## src/rtl/fetch_buffer.sv

```systemverilog
// rtl/fetch_buffer.sv - instruction fetch stage: PC-to-memory request handshake plus tagged instruction FIFO
//
// Purpose: accepts the PC address, issues one outstanding memory request at a
// time, queues returned instructions with their address for the decoder, and
// holds the PC (pc_halt_o) until its address has been accepted. flush_i drops
// every stale fetch, both the queued ones and the one in flight.
//
// Ports:
//   clk_i, n_rst_i          clock (rising edge), asynchronous active-low reset
//   pc_addr_i, pc_halt_o    PC address in, PC hold out (0 = PC may update)
//   flush_i                 decode redirect
//   mem_req_o, mem_addr_o   memory request, held until mem_ack_i
//   mem_ack_i, mem_rdata_i  memory completion and instruction data
//   instr_valid_o, instr_o, instr_addr_o, instr_ready_i   decoder stream
module fetch_buffer #(
  parameter int A     = 8,
  parameter int N     = 16,
  parameter int DEPTH = 2
) (
  input  logic         clk_i,
  input  logic         n_rst_i,
  input  logic [A-1:0] pc_addr_i,
  output logic         pc_halt_o,
  input  logic         flush_i,
  output logic         mem_req_o,
  output logic [A-1:0] mem_addr_o,
  input  logic         mem_ack_i,
  input  logic [N-1:0] mem_rdata_i,
  output logic         instr_valid_o,
  output logic [N-1:0] instr_o,
  output logic [A-1:0] instr_addr_o,
  input  logic         instr_ready_i
);

  localparam int PW = (DEPTH > 1) ? $clog2(DEPTH) : 1;
  localparam int CW = $clog2(DEPTH + 1);
  localparam logic [CW:0]   DEPTH_C = (CW + 1)'(DEPTH);
  localparam logic [PW-1:0] LAST_P  = PW'(DEPTH - 1);

  localparam logic [1:0] ST_IDLE    = 2'd0;
  localparam logic [1:0] ST_REQ     = 2'd1;
  localparam logic [1:0] ST_DISCARD = 2'd2;

  logic [1:0]    state_q, state_d;
  logic [A-1:0]  addr_q;
  logic [N-1:0]  data_mem [DEPTH];
  logic [A-1:0]  tag_mem  [DEPTH];
  logic [PW-1:0] rd_ptr_q, wr_ptr_q;
  logic [CW-1:0] count_q;

  logic          in_idle, in_req;
  logic          pop, push, accept;
  logic [CW:0]   reserved, committed;

  assign in_idle = (state_q == ST_IDLE);
  assign in_req  = (state_q == ST_REQ);

  assign pop  = (count_q != '0) & instr_ready_i & ~flush_i;
  assign push = in_req & mem_ack_i & ~flush_i;

  // A kept request already owns a FIFO slot, so it is counted before a new
  // address is accepted; this is what keeps the FIFO from overflowing.
  assign reserved  = {1'b0, count_q} + {{CW{1'b0}}, in_req};
  assign committed = reserved - {{CW{1'b0}}, pop};
  assign accept    = ~flush_i & (in_idle | (in_req & mem_ack_i)) & (committed < DEPTH_C);

  // During reset the PC must not advance even though the state reads IDLE.
  assign pc_halt_o = ~n_rst_i | ~(accept | flush_i);

  assign mem_req_o     = ~in_idle;
  assign mem_addr_o    = addr_q;
  assign instr_valid_o = (count_q != '0);
  assign instr_o       = data_mem[rd_ptr_q];
  assign instr_addr_o  = tag_mem[rd_ptr_q];

  function automatic logic [PW-1:0] next_ptr(input logic [PW-1:0] p);
    return (p == LAST_P) ? '0 : p + PW'(1);
  endfunction

  always_comb begin
    state_d = state_q;
    case (state_q)
      ST_IDLE: begin
        if (accept) state_d = ST_REQ;
      end
      ST_REQ: begin
        if (flush_i)        state_d = mem_ack_i ? ST_IDLE : ST_DISCARD;
        else if (mem_ack_i) state_d = accept ? ST_REQ : ST_IDLE;
      end
      ST_DISCARD: begin
        if (mem_ack_i) state_d = ST_IDLE;
      end
      default: state_d = ST_IDLE;
    endcase
  end

  always_ff @(posedge clk_i or negedge n_rst_i) begin
    if (!n_rst_i) begin
      state_q <= ST_IDLE;
      addr_q  <= '0;
    end else begin
      state_q <= state_d;
      if (accept) addr_q <= pc_addr_i;
    end
  end

  always_ff @(posedge clk_i or negedge n_rst_i) begin
    if (!n_rst_i) begin
      rd_ptr_q <= '0;
      wr_ptr_q <= '0;
      count_q  <= '0;
    end else if (flush_i) begin
      rd_ptr_q <= '0;
      wr_ptr_q <= '0;
      count_q  <= '0;
    end else begin
      if (push) wr_ptr_q <= next_ptr(wr_ptr_q);
      if (pop)  rd_ptr_q <= next_ptr(rd_ptr_q);
      if (push & ~pop)      count_q <= count_q + CW'(1);
      else if (~push & pop) count_q <= count_q - CW'(1);
    end
  end

  // Entries are tagged with the request address, not the live PC address.
  always_ff @(posedge clk_i or negedge n_rst_i) begin
    if (!n_rst_i) begin
      for (int i = 0; i < DEPTH; i++) begin
        data_mem[i] <= '0;
        tag_mem[i]  <= '0;
      end
    end else if (push) begin
      data_mem[wr_ptr_q] <= mem_rdata_i;
      tag_mem[wr_ptr_q]  <= addr_q;
    end
  end

endmodule

```

## config.mk

```make
export PLATFORM = sky130hd
export DESIGN_NAME = fetch_buffer
export DESIGN_NICKNAME = d
export VERILOG_FILES = /design/src/rtl/fetch_buffer.sv
export SDC_FILE = /design/constraint.sdc
export NUM_CORES = 1
export LEC_CHECK = 0
export CORE_UTILIZATION = 45
export DETAILED_ROUTE_END_ITERATION = 8
export GPL_TIMING_DRIVEN = 1
export PLACE_DENSITY_LB_ADDON = 0.2
export SKIP_CTS_REPAIR_TIMING = 1
export SYNTH_ARGS = -nofsm -noshare
export SYNTH_HDL_FRONTEND = slang
export SYNTH_SLANG_ARGS = --single-unit
```

## constraint.sdc

```tcl
create_clock -name clk_i -period 3.26 [get_ports clk_i]
set_input_delay 0.326 -clock clk_i [delete_from_list [all_inputs] [get_ports clk_i]]
set_output_delay 0.326 -clock clk_i [all_outputs]
set_load 0.02 [all_outputs]
```

==> results.cfg, run 1 <==
[power]
p_switching_uw = 819
combPwrFrac = 0.350
p_seq_frac = 0.409
peakVddDrop_mv = 0.394
leakage_nw = 1.63
switching_share = 0.291
p_clk_frac = 0.241
powerDensity_nw_per_um2 = 758
power.internal_mw = 1.99

[place]
gp_congestion = 0.738
port_buffers = 63
dpl.hpwl_mm = 3.41

[cts]
h-tree-depth = 3
path_clk_slew_ps = 60
numCtsBuffers = 9
insertion_delay_ps = 330
cts_sinks = 62
cts_tree = yes
cts_root_buf = clkbuf_8
clock_path_buffers = 2

[synthesis]
synth.yosys.warnings = 0
yosysMostFrequentCell = mux2_2
syn_avg_cell_area_sq_um = 14.8
synth_edf_count = 0
synthCells = 187
synth_nets = 218
synth_cell_types = 29
netlist_area_sq_um = 2770
synth-seq-area-share = 0.560
synth_ff_type = dfrtp_1
ys_seq_elements = 62
netlist.area_leader.share = 0.560
synth-async-reset-ratio = 1.00
synthTopCellsByCount = mux2_2 (80), dfrtp_1 (62), nor2_1 (5)
yosys-top-cells-area = dfrtp_1 (56%), mux2_2 (33%), nor4b_4 (0.86%), buf_6 (0.81%), buf_2 (0.72%)
synth_top_area_cell = dfrtp_1

[drt]
vias = 1759
ant_nets = 0
dr.pass1.iters = 4
drt-total-wl_mm = 5.15
wl_per_cell_um = 15.1
vias_per_cell = 5.16
drc = 0
drt-initial-drc-count = 46

[setup_path]
worst-path-buf-inv = 1
slowest_delay_ps = 420
slowest_stage = dfrtp_1
critPathArrivalTime_ps = 2580
required_ps = 2930
end_kind = output pin
path_class = reg2out
worstSetupStartpointType = flop
crit_family = adder cells
path_cells = o21ai_1 -> nor2_1 -> ha_1 -> nand2b_1 -> fa_1 -> xnor2_1 -> nand4_1 -> a21bo_2 -> dlymetal6s2s_1
path_max_fanout = 6

[floorplanning]
rows = 28
core_sq_um = 5920
die_h_um = 80.5
fp.dieW_um = 80.5
start_util = 0.468
ios = 64
fp.dieArea_sq_um = 6480

[finish]
fin_util = 0.626
drive_above_1_share = 0.417
area_growth_pct = 33.8
nNetsFinal = 292
diodes = 0

[timing]
period_share = 0.891
final-hold-violation-count = 0
relSlewSlack = 0.491
hold_slack_ps = 194
setup_violations = 0
timing.fmax_mhz = 344
worst_clock_skew_ps = 4.92
fin_crit_ps = 2910
slew_violations = 0
tightest_slew_ps = 763
rsz0062_at_grt = false

[global_route]
antenna_found_initial = 0
grt_pass1_wl_mm = 8.42
first_global_vias = 1794
grt_max_degree = 63
grt_use_total = 0.177
grt_overflow_total = 0

[outcome]
status = finished clean

[min_path]
hp-class = in2async

[job]
maxCapViolations = 0
==> per-stage QoR <==
step	worst slack (ps)	total power, mW	instances	setup TNS [ps]	instance area [sq um]
after floorplan	562	1.73	187	0	2770
after global placement	130	2.13	325	0	3500
after global routing	160	2.96	341	0	3710
after detailed placement	36.3	2.16	325	0	3500
after CTS	-65.0	2.85	341	-65.0	3700
final	354	2.81	341	0	3710
==> cell type report <==
type                            instances  area (sq um)
Clock inverter                          4          45.0
Timing Repair Buffer                   72           696
Multi-Input combinational cell        114          1160
Fill cell                             472          2210
Inverter                                2          7.51
Clock buffer                           12           155
Tap cell                               75          93.8
Sequential cell                        62          1550
==> cell families after synthesis <==
kind of cell,share of synthesized area
multiplexers,0.325
XOR/XNOR,0.00948
AO/OA/AOI/OAI,0.0194
flip-flops,0.560
adder cells (fa/ha/maj),0.0117
buffers and inverters,0.0221
AND/OR/NAND/NOR,0.0524
==> cells in the final DEF, fill, tap and decap left out, drive strengths merged, types with 2 or more instances in the layout <==
master,instances
a21oi,2
and3b,2
o21ai,2
nor2,5
clkinv,3
inv,2
nor2b,3
or2,2
clkdlybuf4s50,61
buf,10
clkbuf,12
nand2b,2
nor3,2
xnor2,2
mux2,80
nand4,2
dfrtp,62
==> power groups by stage <==
stage	Clock (mW)	Sequential (mW)	Combinational, mW
floorplan	0	1.15	0.575
global placement	0	1.15	0.982
detailed placement	0	1.17	0.995
CTS	0.698	1.15	1.00
global route	0.724	1.18	1.05
finish	0.676	1.15	0.984
==> path summary, 6_finish.rpt <==
check | start | to | slack (ps) | cells past startpoint
setup / recovery | count_q[0] | pc_halt_o | 350 | 9
max in group asynchronous | n_rst_i | state_q[0] | 2560 | 2
hold / removal | n_rst_i | data_mem[7] | 190 | 2
min in group clk_i | tag_mem[4] | tag_mem[4] | 500 | 1
hold reg to reg | tag_mem[4] | tag_mem[4] | 500 | 1
setup reg to reg | count_q[0] | mem_addr_o[3] | 840 | 9
==> state kept, by name, summed over array words and instances (netlist names) <==
name,flops
count_q,2
data_mem,32
mem_addr_o,8
rd_ptr_q,1
state_q,2
tag_mem,16
wr_ptr_q,1
==> layer usage <==
layer  share of wire  track usage  wire (um)
met5               0            0          0
met4           0.016       0.0911         84
met3           0.049       0.0443        252
met2            0.48        0.280       2450
met1            0.46        0.224       2360
(Power assumes the default switching activity.)
==> run 2: changes to the inputs <==
CORE_UTILIZATION = 23   (was 45)
==> results.cfg, run 2 (synthesized netlist as in run 1, its figures left out) <==
[outcome]
status = finished, violations left
failed_checks = design-rule violations

[drt]
ant_nets = 0
wl_per_cell_um = 14.5
vias_per_cell = 4.26
drt-total-wl_mm = 5.97
vias = 1749
drc = 6
drt-initial-drc-count = 38
dr.pass1.iters = 6

[cts]
h-tree-depth = 3
cts_sinks = 62
insertion_delay_ps = 320
clock_path_buffers = 2
cts_root_buf = clkbuf_16
numCtsBuffers = 9
path_clk_slew_ps = 50
cts_tree = yes

[setup_path]
end_kind = output pin
path_max_fanout = 6
critPathArrivalTime_ps = 2560
worstSetupStartpointType = flop
required_ps = 2930
path_class = reg2out
rrSetupSlack_ps = 840

[timing]
relSlewSlack = 0.445
worst_clock_skew_ps = 3.87
hold_slack_ps = 236
timing.fmax_mhz = 347
rsz0062_at_grt = false
tightest_slew_ps = 832
slew_violations = 0
layout_setup_ws_ps = 375
period_share = 0.885
fin_crit_ps = 2890
final-hold-violation-count = 0
setup_violations = 0

[floorplanning]
fp.dieW_um = 112
die_h_um = 112
start_util = 0.240
fp.dieArea_sq_um = 12500
core_sq_um = 11600
rows = 39
ios = 64

[power]
powerDensity_nw_per_um2 = 789
leakage_nw = 1.68
peakVddDrop_mv = 0.371

[finish]
diodes = 0
mostFrequentLayoutCell = mux2_2
largest_register_ff_count = 32
layout_common_cells = mux2_2 (80), dfrtp_1 (62), clkdlybuf4s50_1 (61)
instances_no_fill = 411
nNetsFinal = 294
fin_util = 0.339
regMostFlops = data_mem
drive_above_1_share = 0.422
final_area_sq_um = 3920
n_fill_cell = 1153
area_growth_pct = 41.5

[global_route]
grt_max_degree = 63
grt_overflow_total = 0
first_global_vias = 1932
antenna_found_initial = 0
grt_pass1_wl_mm = 10.1
grt_use_total = 0.106

[min_path]
hp-class = in2async

[place]
placed_cell_area_sq_um = 3620
port_buffers = 63
gp_congestion = 0.691
dpl.hpwl_mm = 3.91
dp_slack_ps = 27.8
dp_cells = 395

[job]
maxCapViolations = 0
## run 2: path summary, 6_finish.rpt
| path | startpoint | end | cells after the start |
|---|---|---|---|
| worst max-delay path | count_q[0] | pc_halt_o | 9 |
| worst min-delay path | n_rst_i | tag_mem[3] | 2 |
| worst max register to register | count_q[0] | mem_addr_o[7] | 9 |
| worst min register to register | tag_mem[7] | tag_mem[7] | 1 |
| max in group asynchronous | n_rst_i | data_mem[7] | 2 |
| min in group clk_i | tag_mem[7] | tag_mem[7] | 1 |
## run 2: cell type report
type	instances	area (sq um)	area share
Clock buffer	12	256	0.0654
Clock inverter	4	45.0	0.0115
Inverter	2	7.51	0.00191
Multi-Input combinational cell	114	1160	0.295
Sequential cell	62	1550	0.396
Tap cell	143	179	0.0456
Timing Repair Buffer	74	723	0.184
## run 2: worst max-delay path, cell delays in order (launching register included)
cell and delay (ps):
dfrtp_1 410, o21ai_1 210, nor2_1 60, ha_1 260, nand2b_1 150, fa_1 380, xnor2_1 200, nand4_1 140
a21bo_2 230, dlymetal6s2s_1 200
## run 2: per-stage QoR
step           setup TNS [ps]  total power [mW]
2_1_floorplan               0              1.73
3_3_place_gp                0              2.15
3_5_place_dp                0              2.17
4_1_cts                 -56.3              3.15
5_1_grt                     0              3.28
6_report                    0              3.09
## run 2: where the power goes
part	total, mW	internal (mW)	switching, mW
combinational	0.991	0.584	0.407
sequential	1.15	1.02	0.128
clock	0.955	0.629	0.326
total	3.09	2.23	0.861
## run 2: metal layers
metal / up-vias / global-route usage / share of wire
met4: 0 / 0.0378 / 0.012
li1: 821 / - / -
met5: - / 0 / 0
met2: 49 / 0.164 / 0.46
met3: 6 / 0.0397 / 0.062
met1: 873 / 0.136 / 0.47
